File: src/rtl/math_pkg.sv
// Shared definitions for the sequential tiled multiplier: FSM encoding,
// default tile width and the ceil-div helper used to size the tile grid.
package math_pkg;

  localparam int TILE_DEFAULT = 17;

  typedef enum logic [1:0] {
    ST_IDLE = 2'd0,
    ST_CALC = 2'd1,
    ST_DONE = 2'd2
  } state_e;

  function automatic int ceil_div(input int n, input int d);
    return (n + d - 1) / d;
  endfunction

endpackage

File: src/rtl/math_mult_tile.sv
// Unsigned TILE x TILE multiply, purely combinational; sized so that one
// instance maps onto a single DSP multiplier.
module math_mult_tile #(
  parameter int TILE = 17
) (
  input  logic [TILE-1:0]   a_i,
  input  logic [TILE-1:0]   b_i,
  output logic [2*TILE-1:0] p_o
);

  assign p_o = {{TILE{1'b0}}, a_i} * {{TILE{1'b0}}, b_i};

endmodule

File: src/rtl/math_mult_seq.sv
// Sequential full-precision multiplier: operand magnitudes are cut into
// TILE-bit tiles and one tile pair is multiplied and accumulated per cycle.
module math_mult_seq
  import math_pkg::*;
#(
  parameter int WIDTH_A = 43,
  parameter int WIDTH_B = 35,
  parameter int TILE    = TILE_DEFAULT,
  parameter int SIGNED  = 0
) (
  input  logic                       clk,
  input  logic                       rst,
  input  logic                       enb,
  input  logic                       in_valid,
  output logic                       in_ready,
  input  logic [WIDTH_A-1:0]         a,
  input  logic [WIDTH_B-1:0]         b,
  output logic                       out_valid,
  input  logic                       out_ready,
  output logic [WIDTH_A+WIDTH_B-1:0] p
);

  localparam int NA   = ceil_div(WIDTH_A, TILE);
  localparam int NB   = ceil_div(WIDTH_B, TILE);
  localparam int WP   = WIDTH_A + WIDTH_B;
  localparam int AEXT = NA * TILE;
  localparam int BEXT = NB * TILE;
  localparam int IW_A = (NA > 1) ? $clog2(NA) : 1;
  localparam int IW_B = (NB > 1) ? $clog2(NB) : 1;

  state_e            st_q;
  logic [AEXT-1:0]   am_q;
  logic [BEXT-1:0]   bm_q;
  logic              neg_q;
  logic [IW_A-1:0]   i_q;
  logic [IW_B-1:0]   j_q;
  logic [WP-1:0]     acc_q;
  logic [WP-1:0]     p_q;
  logic              ov_q;

  logic              a_neg, b_neg;
  logic [WIDTH_A-1:0] a_abs;
  logic [WIDTH_B-1:0] b_abs;
  logic [TILE-1:0]   ta, tb;
  logic [2*TILE-1:0] pp;
  logic [WP-1:0]     pp_ext;
  logic [31:0]       shamt;
  logic [WP-1:0]     acc_d;
  logic [WP-1:0]     p_d;
  logic              i_last, j_last;

  // Magnitude of the most negative value still fits in WIDTH bits unsigned.
  always_comb begin
    a_neg = (SIGNED != 0) && a[WIDTH_A-1];
    b_neg = (SIGNED != 0) && b[WIDTH_B-1];
    a_abs = a_neg ? (~a + WIDTH_A'(1)) : a;
    b_abs = b_neg ? (~b + WIDTH_B'(1)) : b;
  end

  assign ta = am_q[TILE*int'(i_q) +: TILE];
  assign tb = bm_q[TILE*int'(j_q) +: TILE];

  math_mult_tile #(.TILE(TILE)) u_tile (
    .a_i (ta),
    .b_i (tb),
    .p_o (pp)
  );

  // Each shifted partial product is bounded by the full product, so the
  // cast to WP bits never drops a set bit.
  always_comb begin
    pp_ext = WP'(pp);
    shamt  = 32'((int'(i_q) + int'(j_q)) * TILE);
    acc_d  = acc_q + (pp_ext << shamt);
    p_d    = neg_q ? (~acc_d + WP'(1)) : acc_d;
    i_last = (i_q == IW_A'(NA - 1));
    j_last = (j_q == IW_B'(NB - 1));
  end

  always_ff @(posedge clk or posedge rst) begin
    if (rst) begin
      st_q  <= ST_IDLE;
      am_q  <= '0;
      bm_q  <= '0;
      neg_q <= 1'b0;
      i_q   <= '0;
      j_q   <= '0;
      acc_q <= '0;
      p_q   <= '0;
      ov_q  <= 1'b0;
    end else if (enb) begin
      case (st_q)
        ST_IDLE: begin
          if (in_valid) begin
            am_q  <= AEXT'(a_abs);
            bm_q  <= BEXT'(b_abs);
            neg_q <= a_neg ^ b_neg;
            acc_q <= '0;
            i_q   <= '0;
            j_q   <= '0;
            st_q  <= ST_CALC;
          end
        end
        ST_CALC: begin
          acc_q <= acc_d;
          if (i_last && j_last) begin
            p_q  <= p_d;
            ov_q <= 1'b1;
            i_q  <= '0;
            j_q  <= '0;
            st_q <= ST_DONE;
          end else if (i_last) begin
            i_q <= '0;
            j_q <= j_q + IW_B'(1);
          end else begin
            i_q <= i_q + IW_A'(1);
          end
        end
        ST_DONE: begin
          if (out_ready) begin
            ov_q <= 1'b0;
            st_q <= ST_IDLE;
          end
        end
        default: st_q <= ST_IDLE;
      endcase
    end
  end

  // Held low while reset is asserted so nothing is offered before release.
  assign in_ready  = (st_q == ST_IDLE) && !rst;
  assign out_valid = ov_q;
  assign p         = p_q;

endmodule

File: config.mk
export PLATFORM = sky130hd
export DESIGN_NAME = math_mult_seq
export DESIGN_NICKNAME = d
export VERILOG_FILES = /design/src/rtl/math_pkg.sv /design/src/rtl/math_mult_tile.sv /design/src/rtl/math_mult_seq.sv
export SDC_FILE = /design/constraint.sdc
export NUM_CORES = 2
export LEC_CHECK = 0
export ABC_AREA = 1
export ABC_CLOCK_PERIOD_IN_PS = 13920
export CAP_MARGIN = 10
export CORE_ASPECT_RATIO = 1.1
export CORE_UTILIZATION = 45
export DETAILED_ROUTE_END_ITERATION = 10
export MAX_ROUTING_LAYER = met4
export PLACE_DENSITY = 0.64
export SYNTH_ARGS = -nofsm -noshare
export SYNTH_HDL_FRONTEND = slang
export SYNTH_SLANG_ARGS = --single-unit
File: constraint.sdc
create_clock -name clk -period 13.92 [get_ports clk]
set_input_delay 2.784 -clock clk [delete_from_list [all_inputs] [get_ports clk]]
set_output_delay 2.784 -clock clk [all_outputs]
set_load 0.005 [all_outputs]
# After elaboration in Yosys (flattened, before gate mapping)
# Index checks and enable logic that the tools add are counted.
# W data, S select, Z words.
totals:
  wordCells: 55
  register_bits: 241
op_classes:
  addsub: 4
  n_eq_ne: 8
  mux: 16
  n_reduce_logical: 12
  n_shift: 3
  multipliers: 4
op_table:
  columns: ["op", "count"]
  rows:
  - ["$pmux W78 S2", 1]
  - ["$shiftx A51 B8 Y17", 2]
  - ["$add A78 B78 Y78", 1]
  - ["$mux W78", 1]
  - ["$shl A34 B8 Y78", 1]
  - ["$mul A17 B17 Y34", 1]
  - ["$mux W2", 8]
  - ["$mul A5 B2 Y7 const A", 2]
  - ["$reduce_and A4 Y1", 3]
  - ["$reduce_and A3 Y1", 3]
  - ["$mul A3 B5 Y8 const B", 1]
  - ["$pmux W2 S2", 2]
  - ["$eq A2 B2 Y1 const B", 3]
  - ["$ne A2 B2 Y1 const B", 3]
  - ["$pmux W2 S3", 1]
  - ["$add A2 B1 Y2 const B", 2]
  - ["$reduce_bool A2 Y1", 2]
  - ["$add A2 B2 Y3", 1]
  - ["$ne A3 B3 Y1 const B", 1]
  - ["$eq A2 B1 Y1 const B", 1]
  - ["$logic_and A1 B1 Y1", 2]
  - ["$logic_not A2 Y1", 1]
  - ["$mux W1", 2]
  - ["$pmux W1 S2", 1]
  - ["$logic_not A1 Y1", 1]

# Longest topological paths before layout
depth:
  ltp_word: 6
  ltp_mapped: 57
  ltp_nobuf: 55

# Hierarchy
# From an unflattened synthesis, not the netlist that was laid out.
unflattened:
  hier_cells: 4446
  area_unflattened_um2: 28673.8
modules_own_cells:
  columns: ["mod", "n_inst", "cells_each", "area_per_inst_um2"]
  rows:
  - ["math_mult_seq", 1, 2937, 18117.4]
  - ["math_mult_tile", 1, 1509, 10556.4]

# Least setup slack after synthesis
# Ideal clock, no wire load.
synth_timing:
  kind: "register -> register"
  from: "reg j_q[0]"
  to: "reg p_q[59] (netlist: p[59])"
  synth_period_minus_slack_ps: 8378
  arrival_time_ps: 8260
  path_stages_with_launch: 48
  slack_ps: 5542
  cell_sequence: "dfrtp_1 > buf_2 > buf_1 > nor2_1 > nor3_1 > clkbuf_1 > nand2_1 > fa_1 > fa_1 > fa_1 > fa_1 > inv_1 > fa_1 > inv_1 > fa_1 > inv_1 > ha_1 > nand2_1 > [12 not listed] > nand2_1 > nand3_1 > nand3_1 > nand2_1 > inv_1 > ha_1 > inv_1 > o21ai_0 > a31oi_1 > o21ai_0 > a21oi_1 > nand3_2 > nand2_1 > nand2_1 > a21o_1 > or2_1 > nand3_1 > nand2_1"
synth_between:
  elab_chain_len: 5
synth_rtl:
  columns: ["item", "line", "rtl"]
  rows:
  - ["start: declaration", "math_mult_seq.sv:36", "logic [IW_B-1:0] j_q;"]
  - ["start signal: assignment", "math_mult_seq.sv:114", "j_q <= j_q + IW_B'(1);"]
  - ["$mul A5 B2 Y7", "math_mult_seq.sv:61", "assign tb = bm_q[TILE*int'(j_q) +: TILE];"]
  - ["$shiftx A51 B8 Y17", "math_mult_seq.sv:61", null]
  - ["$mul A17 B17 Y34", "math_mult_tile.sv:11", "assign p_o = {{TILE{1'b0}}, a_i} * {{TILE{1'b0}}, b_i};"]
  - ["$shl A34 B8 Y78", "math_mult_seq.sv:74", "acc_d = acc_q + (pp_ext << shamt);"]
  - ["$add A78 B78 Y78", "math_mult_seq.sv:74", null]
  - ["end signal: assignment", "math_mult_seq.sv:107", "p_q <= p_d;"]
  - ["end: declaration", "math_mult_seq.sv:38", "logic [WP-1:0] p_q;"]
# Several ways; a longest one is shown, not always the timed one.
# A chain may end at the register's enable or synchronous reset.

# Worst setup path after layout
layout_timing:
  from: "reg j_q[0]"
  to: "reg acc_q[67]"
layout_between:
  elab_chain_len: 6
layout_rtl:
  columns: ["item", "line", "rtl"]
  rows:
  - ["$mul A5 B2 Y7", "math_mult_seq.sv:61", null]
  - ["$shiftx A51 B8 Y17", "math_mult_seq.sv:61", null]
  - ["$mul A17 B17 Y34", "math_mult_tile.sv:11", null]
  - ["$shl A34 B8 Y78 (*)", "math_mult_seq.sv:74", null]
  - ["$add A78 B78 Y78 (*)", "math_mult_seq.sv:74", null]
  - ["$pmux W78 S2 (*)", "math_mult_seq.sv:92", "case (st_q)"]
  - ["end signal: assignment", "math_mult_seq.sv:88", "acc_q <= '0;"]
  - ["end signal: assignment", "math_mult_seq.sv:98", "acc_q <= '0;"]
  - ["end signal: assignment", "math_mult_seq.sv:105", "acc_q <= acc_d;"]
  - ["end: declaration", "math_mult_seq.sv:37", "logic [WP-1:0] acc_q;"]
# Every way passes the cells marked *; elsewhere a longest branch is shown, timed or not.

==> results.sh <==
export IMPL_status="complete, no violations"
export IMPL_ys_top_cells_by_area="dfrtp_1, nand2_1, fa_1, inv_1, ha_1"
export IMPL_grt_start_max_net_pins=123
export IMPL_cpPeakStageDelay_ps=830
export IMPL_fin_crit_sh=0.806
export IMPL_critical_path_required_ps=14380
export IMPL_ys_flop_type="dfrtp_1"
export IMPL_syn_area_mm2=0.0275
export IMPL_die_w_um=238
export IMPL_fin_skew_ps=24.1
export IMPL_ioPinCount=163
export IMPL_crit_path_top_delay_cell="dfrtp_1"
export IMPL_rows=94
export IMPL_max_slew_worst_pin_slew_ps=1060
export IMPL_viasPerCell=5.27
export IMPL_core_area_mm2=0.0601
export IMPL_clk_latency_ps=590
export IMPL_cts_tree="yes"
export IMPL_rsz0062_at_grt="false"
export IMPL_clk_pin_slew_ps=60
export IMPL_synth_avg_cell_area_um2=6.86
export IMPL_use_met2=0.545
export IMPL_drt_iter0_drc=1895
export IMPL_cts_sinks=241
export IMPL_synth_top_area_frac=0.219
export IMPL_grt_pass1_vias=26195
export IMPL_timing_fmax_ghz=0.0891
export IMPL_use_met3=0.0312
export IMPL_grt_busiest_layer="met2"
export IMPL_die_area_mm2=0.0621
export IMPL_syn_inst=4012
export IMPL_crit_path_end_kind="register"
export IMPL_htreeDepth=1
export IMPL_yosysMostFrequentCell="nand2_1"
export IMPL_drv_slew=0
export IMPL_cp_common_cell="nand2_1"
export IMPL_cts_resized=0
export IMPL_wl_um=95100
export IMPL_route_detailed_drc=0
export IMPL_critical_path_top_delay_family="adder cells"
export IMPL_final_setup_tns_ps=0
export IMPL_die_h_um=261
export IMPL_yosysWarnings=0
export IMPL_cap_viol_max_count=0
export IMPL_relSlewSlack=0.290
export IMPL_clock_root_buffer="clkbuf_16"
export IMPL_numCtsBuffers=28
export IMPL_grt_overflow_total=0
export IMPL_grt_pass1_wl_um=149000
export IMPL_dp_hpwl_um=77700
export IMPL_stdcell_count=4952
export IMPL_layout_drive_gt1_share=0.0416
export IMPL_hold_viol_final=0
export IMPL_finish_net_count=4607
export IMPL_clk_path_buf_depth=3
export IMPL_yosys_top_cells_count="nand2_1, inv_1, nor2_1"
export IMPL_initial_core_util=0.458
export IMPL_start_kind="register"
export IMPL_synth_edff_count=0
export IMPL_cp_max_fo=21
export IMPL_io_buffers=162
export IMPL_hp_class="register to register"
export IMPL_yosys_area_top_type="dfrtp_1"
export IMPL_dpl_cell_count=4898
export IMPL_ant_nets=0
export IMPL_crit_buf_inv=8
export IMPL_syn_nets=4507
export IMPL_arrival_ps=11690
export IMPL_gr_usage_met1=0.381
export IMPL_antenna_found_initial=2
export IMPL_gp_congestion=1.06
export IMPL_final_min_clock_period_ps=11220
export IMPL_ys_seq_area_frac=0.219
export IMPL_vias=26073
export IMPL_critical_path_class="register to register"
export IMPL_grt_usage=0.321
export IMPL_hold_buffers=0
export IMPL_cts_setup_buffers=0
export IMPL_first_pass_iters=6
export IMPL_wire_per_inst_um=19.2
export IMPL_finalSetupViolCount=0
export IMPL_area_growth_pct=13.1
export IMPL_synth_cell_types=55
export IMPL_ys_ff_latch=241
export IMPL_postSynth_asyncResetShare=1.00
## layout by cell type, fill, tap and decap left out, types with 56 or more instances in the layout
cell type / netlist / routed
clkdlybuf4s50_1: 0 / 162
nor2_1: 339 / 338
dfrtp_1: 241 / 241
o21ai_0: 211 / 211
ha_1: 186 / 185
a21oi_1: 129 / 129
inv_1: 720 / 718
nand3_1: 161 / 161
a31oi_1: 56 / 56
fa_1: 226 / 226
nand2_1: 1263 / 1262
## sequential cells by signal, indices dropped and copies added, names as in the netlist
register / cells
out_valid: 1
st_q: 2
i_q: 2
am_q: 43
j_q: 2
p: 78
bm_q: 35
acc_q: 78
## worst paths after layout
| path | to | cells past startpoint | startpoint | slack [ps] |
|---|---|---|---|---|
| worst max register to register | acc_q[67]$_DFFE_PP0P_ | 42 | j_q[0]$_DFFE_PP0P_ | 2700 |
| max in group asynchronous | acc_q[53]$_DFFE_PP0P_ | 3 | rst | 9690 |
| worst min register to register | p[63]$_DFFE_PP0P_ | 2 | p[63]$_DFFE_PP0P_ | 480 |
| worst max-delay path | acc_q[67]$_DFFE_PP0P_ | 42 | j_q[0]$_DFFE_PP0P_ | 2700 |
| min in group asynchronous | bm_q[14]$_DFFE_PP0P_ | 2 | rst | 2800 |
| worst min-delay path | p[63]$_DFFE_PP0P_ | 2 | p[63]$_DFFE_PP0P_ | 480 |
## worst min-delay path, stage by stage, from the launching register on
cell and delay [ps]:
dfrtp_1 340, nand2_1 50, nand2_1 50
## stage by stage
stage | hold slack (ps) | instance area (um^2) | setup WS, ps | util
floorplan | 444 | 27500 | 4520 | -
global placement | 461 | 30000 | 2840 | 0.499
detailed placement | 464 | 30000 | 2950 | 0.499
CTS | 482 | 31100 | 2900 | 0.518
global route | 491 | 31100 | 2140 | 0.518
finish | 480 | 31100 | 2700 | 0.518
## cell type report
cell class	instances	area [um^2]
Tap cell	816	1020
Timing Repair Buffer	198	1890
Clock buffer	34	773
Clock inverter	18	359
Multi-Input combinational cell	2913	18300
Fill cell	6162	29000
Antenna cell	2	5.00
Sequential cell	241	6030
Inverter	730	2750
## cells by family after synthesis
kind of cell | Yosys count | share of synthesized area
fa+ha+maj | 412 | 0.249
simple gates | 1900 | 0.280
compound gates | 542 | 0.115
xor+xnor | 59 | 0.0188
flops | 241 | 0.219
buf+inv | 858 | 0.118
## layer usage
layer	wire length [um]	vias up
met5	0	-
met4	5220	0
met3	4270	229
met2	46700	723
met1	39000	12441
li1	-	12680
Power is not shown: default switching activity piles up to over one toggle a cycle in this logic, so the estimate is an artifact.
